--- src/rtl/ram_requester_pkg.sv ---
// Shared helpers for the RAM requester slice.
package ram_requester_pkg;

  // Pointer width for a FIFO of the given depth (at least one bit).
  function automatic int unsigned ptr_bits(input int unsigned depth);
    return (depth > 1) ? $clog2(depth) : 1;
  endfunction

endpackage

--- src/rtl/ram_requester_fifo.sv ---
// Response FIFO: push/pop, occupancy count and head data. Storage is not reset.
module ram_requester_fifo
  import ram_requester_pkg::*;
#(
  parameter int unsigned WIDTH = 28,
  parameter int unsigned DEPTH = 4
) (
  input  logic                       clock0,
  input  logic                       aclr0_n,
  input  logic                       push,
  input  logic                       pop,
  input  logic [WIDTH-1:0]           push_data,
  output logic [ptr_bits(DEPTH):0]   count,
  output logic [WIDTH-1:0]           head_data
);

  localparam int unsigned PW = ptr_bits(DEPTH);

  logic [WIDTH-1:0] mem_q [DEPTH];
  logic [PW-1:0]    wr_ptr_q, wr_ptr_d;
  logic [PW-1:0]    rd_ptr_q, rd_ptr_d;
  logic [PW:0]      count_q, count_d;

  // Next-state: pointers wrap naturally since DEPTH is a power of two.
  always_comb begin
    wr_ptr_d = wr_ptr_q;
    rd_ptr_d = rd_ptr_q;
    count_d  = count_q;
    if (push) wr_ptr_d = wr_ptr_q + 1'b1;
    if (pop)  rd_ptr_d = rd_ptr_q + 1'b1;
    unique case ({push, pop})
      2'b10:   count_d = count_q + 1'b1;
      2'b01:   count_d = count_q - 1'b1;
      default: count_d = count_q;
    endcase
  end

  // Control state register.
  always_ff @(posedge clock0 or negedge aclr0_n) begin
    if (!aclr0_n) begin
      wr_ptr_q <= '0;
      rd_ptr_q <= '0;
      count_q  <= '0;
    end else begin
      wr_ptr_q <= wr_ptr_d;
      rd_ptr_q <= rd_ptr_d;
      count_q  <= count_d;
    end
  end

  // Data storage, written on push only.
  always_ff @(posedge clock0) begin
    if (push) mem_q[wr_ptr_q] <= push_data;
  end

  // Outputs.
  always_comb begin
    count     = count_q;
    head_data = mem_q[rd_ptr_q];
  end

endmodule

--- src/rtl/ram_requester.sv ---
// Request sequencer for one RAM port: drives address/wren/data, captures q one
// cycle after a read and returns read data in order through a response FIFO.
module ram_requester
  import ram_requester_pkg::*;
#(
  parameter int unsigned WIDTHAD = 12,
  parameter int unsigned WIDTH   = 28,
  parameter int unsigned DEPTH   = 4
) (
  input  logic               clock0,
  input  logic               aclr0_n,
  input  logic               req_valid,
  output logic               req_ready,
  input  logic               req_write,
  input  logic [WIDTHAD-1:0] req_addr,
  input  logic [WIDTH-1:0]   req_data,
  output logic               rsp_valid,
  input  logic               rsp_ready,
  output logic [WIDTH-1:0]   rsp_data,
  output logic [WIDTHAD-1:0] address,
  output logic               wren,
  output logic [WIDTH-1:0]   data,
  input  logic [WIDTH-1:0]   q
);

  localparam int unsigned PW = ptr_bits(DEPTH);

  logic          pending_q, pending_d;
  logic          live_q;
  logic          accept;
  logic          pop;
  logic [PW:0]   count;
  logic [PW+1:0] occupancy;

  // Ready reserves a slot for the read in flight; held low until out of reset.
  always_comb begin
    occupancy = {1'b0, count} + {{(PW + 1){1'b0}}, pending_q};
    req_ready = live_q && (occupancy < (PW + 2)'(DEPTH));
    accept    = req_valid & req_ready;
    wren      = accept & req_write;
    address   = req_addr;
    data      = req_data;
    pending_d = accept & ~req_write;
    rsp_valid = (count != '0);
    pop       = rsp_valid & rsp_ready;
  end

  // Read-in-flight flag and out-of-reset marker.
  always_ff @(posedge clock0 or negedge aclr0_n) begin
    if (!aclr0_n) begin
      pending_q <= 1'b0;
      live_q    <= 1'b0;
    end else begin
      pending_q <= pending_d;
      live_q    <= 1'b1;
    end
  end

  ram_requester_fifo #(
    .WIDTH (WIDTH),
    .DEPTH (DEPTH)
  ) u_fifo (
    .clock0    (clock0),
    .aclr0_n   (aclr0_n),
    .push      (pending_q),
    .pop       (pop),
    .push_data (q),
    .count     (count),
    .head_data (rsp_data)
  );

endmodule

--- config.mk ---
export PLATFORM = sky130hd
export DESIGN_NAME = ram_requester
export DESIGN_NICKNAME = d
export VERILOG_FILES = /design/src/rtl/ram_requester_pkg.sv /design/src/rtl/ram_requester_fifo.sv /design/src/rtl/ram_requester.sv
export SDC_FILE = /design/constraint.sdc
export NUM_CORES = 1
export LEC_CHECK = 0
export ABC_CLOCK_PERIOD_IN_PS = 2200
export CAP_MARGIN = 10
export CELL_PAD_IN_SITES_DETAIL_PLACEMENT = 1
export CELL_PAD_IN_SITES_GLOBAL_PLACEMENT = 1
export CORE_MARGIN = 5
export CORE_UTILIZATION = 39
export DETAILED_ROUTE_END_ITERATION = 10
export PLACE_DENSITY = 0.9
export SYNTH_ARGS = -nofsm -noshare
export SYNTH_HDL_FRONTEND = slang
export SYNTH_HIERARCHICAL = 1
export SYNTH_SLANG_ARGS = --single-unit
--- constraint.sdc ---
create_clock -name clock0 -period 2.2 [get_ports clock0]
set_clock_uncertainty 0.2 [all_clocks]
set_input_delay 0.22 -clock clock0 [delete_from_list [all_inputs] [get_ports clock0]]
set_output_delay 0.22 -clock clock0 [all_outputs]
set_load 0.005 [all_outputs]
==> impl_results.rst <==
.. list-table::
   :header-rows: 1

   * - Metric
     - Value
   * - Post-route worst setup slack
     - -52.65 ps
   * - Std cell rows
     - 40
   * - Total Nets Final
     - 382
   * - Proportion of layout cells with a drive suffix above 1
     - 40.95%
   * - Final hold slack
     - 179.4 ps
   * - Violations in the final reports
     - negative setup slack
   * - Met1 usage in global routing
     - 15.97%
   * - Number of top-level pins
     - 144
   * - Switching component of the power
     - 1.940 mW
   * - Die width
     - 121.4 um
   * - H-Tree Level Count
     - 4
   * - Antenna Diode Count
     - 0
   * - Final WL
     - 9.864 mm
   * - CTS sink cnt
     - 121
   * - Core area
     - 0.01211 mm^2
   * - Count of unique library cells instantiated by Yosys
     - 23
   * - Status
     - finished with violations
   * - DR DRC count
     - 0
   * - Commonest cells in the synthesized netlist
     - 112 x sky130_fd_sc_hd__edfxtp_1, 41 x sky130_fd_sc_hd__buf_4, 28 x sky130_fd_sc_hd__mux4_2, 9 x sky130_fd_sc_hd__dfrtp_1, 6 x sky130_fd_sc_hd__inv_1
   * - Clock Power Share
     - 35.9%
   * - Leakage component of the power
     - 2.224 nW
   * - Most utilized layer in the global route result
     - met2
   * - Worst supply voltage drop on vdd
     - 0.6070 mV
   * - Setup Crit Path Kind
     - flop to output pin
   * - Combinational share of power
     - 28.9%
   * - Fraction of post-synthesis cell area in the top cell type by area
     - 69.51%
   * - HPWL after DPL
     - 6.034 mm
   * - Setup Viol. Count Final
     - 23
   * - Via count of the first global-routing pass
     - 2666
   * - Share of total power consumed by net switching
     - 24.59%
   * - Part of the power in registers
     - 35.2%
   * - Most used DFF post-synth
     - sky130_fd_sc_hd__edfxtp_1
   * - Post-synthesis net count
     - 310
   * - Area growth, synth to finish
     - 29.51%
   * - Clock buffers created by TritonCTS
     - 17
   * - First DRT Iteration DRCs
     - 88
   * - Maximum Capacitance Violations
     - 0
   * - Post-Synthesis Mean Instance Area
     - 20.95 um^2
   * - Met2 Resource Use GR
     - 23.97%
   * - First-pass GRT wire length
     - 14.93 mm
   * - Clock latency at the later pin of the worst-skew pair
     - 410 ps
   * - Bufs on Longest Clock Path
     - 2
   * - Final weighted congestion in routability-driven placement
     - 0.7512
   * - DRT antenna net count
     - 0
   * - Crit path launch type
     - flop
   * - Period minus WS final
     - 2253 ps
   * - Pre-CTS WS
     - 35.03 ps
   * - Setup repair after global routing missed its margin
     - yes
   * - Clock slew at the register clock pins of the worst setup and hold paths
     - 60 ps
   * - Synthesis-stage register bit count
     - 121
   * - Number of warnings reported in the yosys synthesis log
     - 6
   * - Initial antenna violation count
     - 0
   * - Count of filler cells inserted in the layout
     - 1130
   * - Number of enable-type register cells in the synthesized netlist
     - 112
   * - Final Cycle Share
     - 102.4%
   * - Top achievable clock speed
     - 443.9 MHz
   * - Sum of overflow across all layers after global routing
     - 0
   * - Vias
     - 2313
   * - CP Max Fanout
     - 7
   * - Worst hold path type
     - primary input to flop
   * - Global routing usage summed across all routing layers
     - 14.24%
   * - Most frequent cell after synthesis
     - sky130_fd_sc_hd__edfxtp_1
   * - Top area cells in the synthesized netlist
     - sky130_fd_sc_hd__edfxtp_1 70%, sky130_fd_sc_hd__mux4_2 13%, sky130_fd_sc_hd__buf_4 6.4%
   * - CTS root buf
     - sky130_fd_sc_hd__clkbuf_16
   * - Share of flip-flops with an asynchronous set or reset
     - 7.438%
   * - Power density of the placed cells
     - 1259 mW/mm^2
   * - Drt wl/cell
     - 20.42 um
   * - CTS tree
     - done
   * - Area of the mapped netlist
     - 0.004838 mm^2
   * - Met3 GRT Util
     - 5.594%
   * - Buffers on Ports
     - 63
   * - Sequential-to-total area share from yosys stat
     - 74.17%
   * - Crit path required time
     - 1780 ps
   * - Die area
     - 0.01473 mm^2
   * - Largest area contributor in the synthesized netlist
     - sky130_fd_sc_hd__edfxtp_1
   * - Internal Pwr Total
     - 5.949 mW
   * - Max-slew violation total from the final report
     - 0
   * - Critical Path Sink Type
     - output pin
   * - Synth Instances
     - 231
   * - Die height
     - 121.4 um
   * - Vias per std cell
     - 4.789
   * - Initial standard-cell utilization of the core
     - 39.95%
   * - Fin. Hold Viols
     - 0
   * - Data arrival at the endpoint of the critical path
     - 1830 ps
   * - Maximum number of pins on one net before global-route repair
     - 19
   * - Drt pass-1 iters
     - 6
[cell usage in the layout (no fill, tap or decap), drive strengths merged, types with 2 or more instances in the layout]
master,instances
edfxtp,112
buf,62
clkdlybuf4s50,34
mux4,28
clkbuf,18
dfrtp,9
clkinv,9
inv,6
ha,5
and2,5
bufinv,4
xor2,4
nand2,3
nor2,2
xnor2,2
[what timing repair did]
action | in CTS | in global routing
pin swaps | 0 | 0
setup buffers | 22 | 3
setup endpoints to repair | 30 | 28
endpoints found under the hold margin | 9 | 0
hold buffers | 1 | 0
resized for setup | 132 | 5
cloned | 1 | 0
[final cells by class]
cell class | count | area [um^2] | share of cell area [%]
clock buffers | 17 | 425.4 | 6.789
clock inverters | 14 | 181.4 | 2.895
inverters | 6 | 22.52 | 0.3594
multi-input cells | 58 | 880.8 | 14.06
flip-flops and latches | 121 | 3591 | 57.31
well taps | 168 | 210.2 | 3.355
repair buffers | 99 | 954.7 | 15.24
[logic make-up after synthesis]
kind of cell    synth area share (%)
compound gates                0.1033
simple gates                   1.888
mux                            13.24
fa+ha+maj                      1.707
flops                          74.17
other cells                  0.07751
xor+xnor                       1.086
buf+inv                        7.732
[final timing paths]
path                       cells after the start                from  slack [ps]            endpoint
max reg2reg                                    8     u_fifo/count[1]          90     u_fifo/count[2]
max                                            4  u_fifo/rd_ptr_q[0]         -50        rsp_data[17]
min reg2reg                                    1  u_fifo/wr_ptr_q[0]         350  u_fifo/wr_ptr_q[0]
min                                            2           req_write         180           pending_q
min in group asynchronous                      2             aclr0_n         470              live_q
max in group asynchronous                      2             aclr0_n         980  u_fifo/rd_ptr_q[0]
[power by group through the flow]
| stage | Clock [mW] | Sequential, mW | Combinational, mW |
|---|---|---|---|
| global placement | 0 | 2.78 | 1.91 |
| finish | 2.83 | 2.78 | 2.28 |
| floorplan | 0 | 2.77 | 1.11 |
| global route | 3.02 | 2.79 | 2.46 |
| CTS | 2.89 | 2.78 | 2.24 |
| detailed placement | 0 | 2.81 | 1.97 |
[sequential cells by signal, indices dropped and copies added, names as in the netlist]
name and flops:
u_fifo/count 3, pending_q 1, live_q 1, u_fifo/rd_ptr_q 2, u_fifo/mem_q 112, u_fifo/wr_ptr_q 2
[metrics by stage]
stage,cells,setup TNS [ps],total power [mW],area (um^2),util [%]
final,483,-657.2,7.889,6266,51.74
after global routing,483,-2170,8.276,6266,51.74
after CTS,480,-1485,7.910,6228,51.43
after detailed placement,425,0,4.774,5464,45.11
after global placement,425,0,4.693,5464,45.11
after floorplan,231,0,3.884,4838,-
[critical path, stage by stage, from the launching register on]
cell and delay (ps):
sky130_fd_sc_hd__dfrtp_2 500, sky130_fd_sc_hd__buf_12 170, sky130_fd_sc_hd__buf_4 110, sky130_fd_sc_hd__mux4_2 500, sky130_fd_sc_hd__buf_2 150
[metal layers]
metal | part of all wire, % | vias up
met2 | 52 | 78
li1 | - | 1011
met5 | 0 | -
met1 | 41 | 1195
met4 | 2.1 | 0
met3 | 5.3 | 29
(Power assumes the default switching activity.)
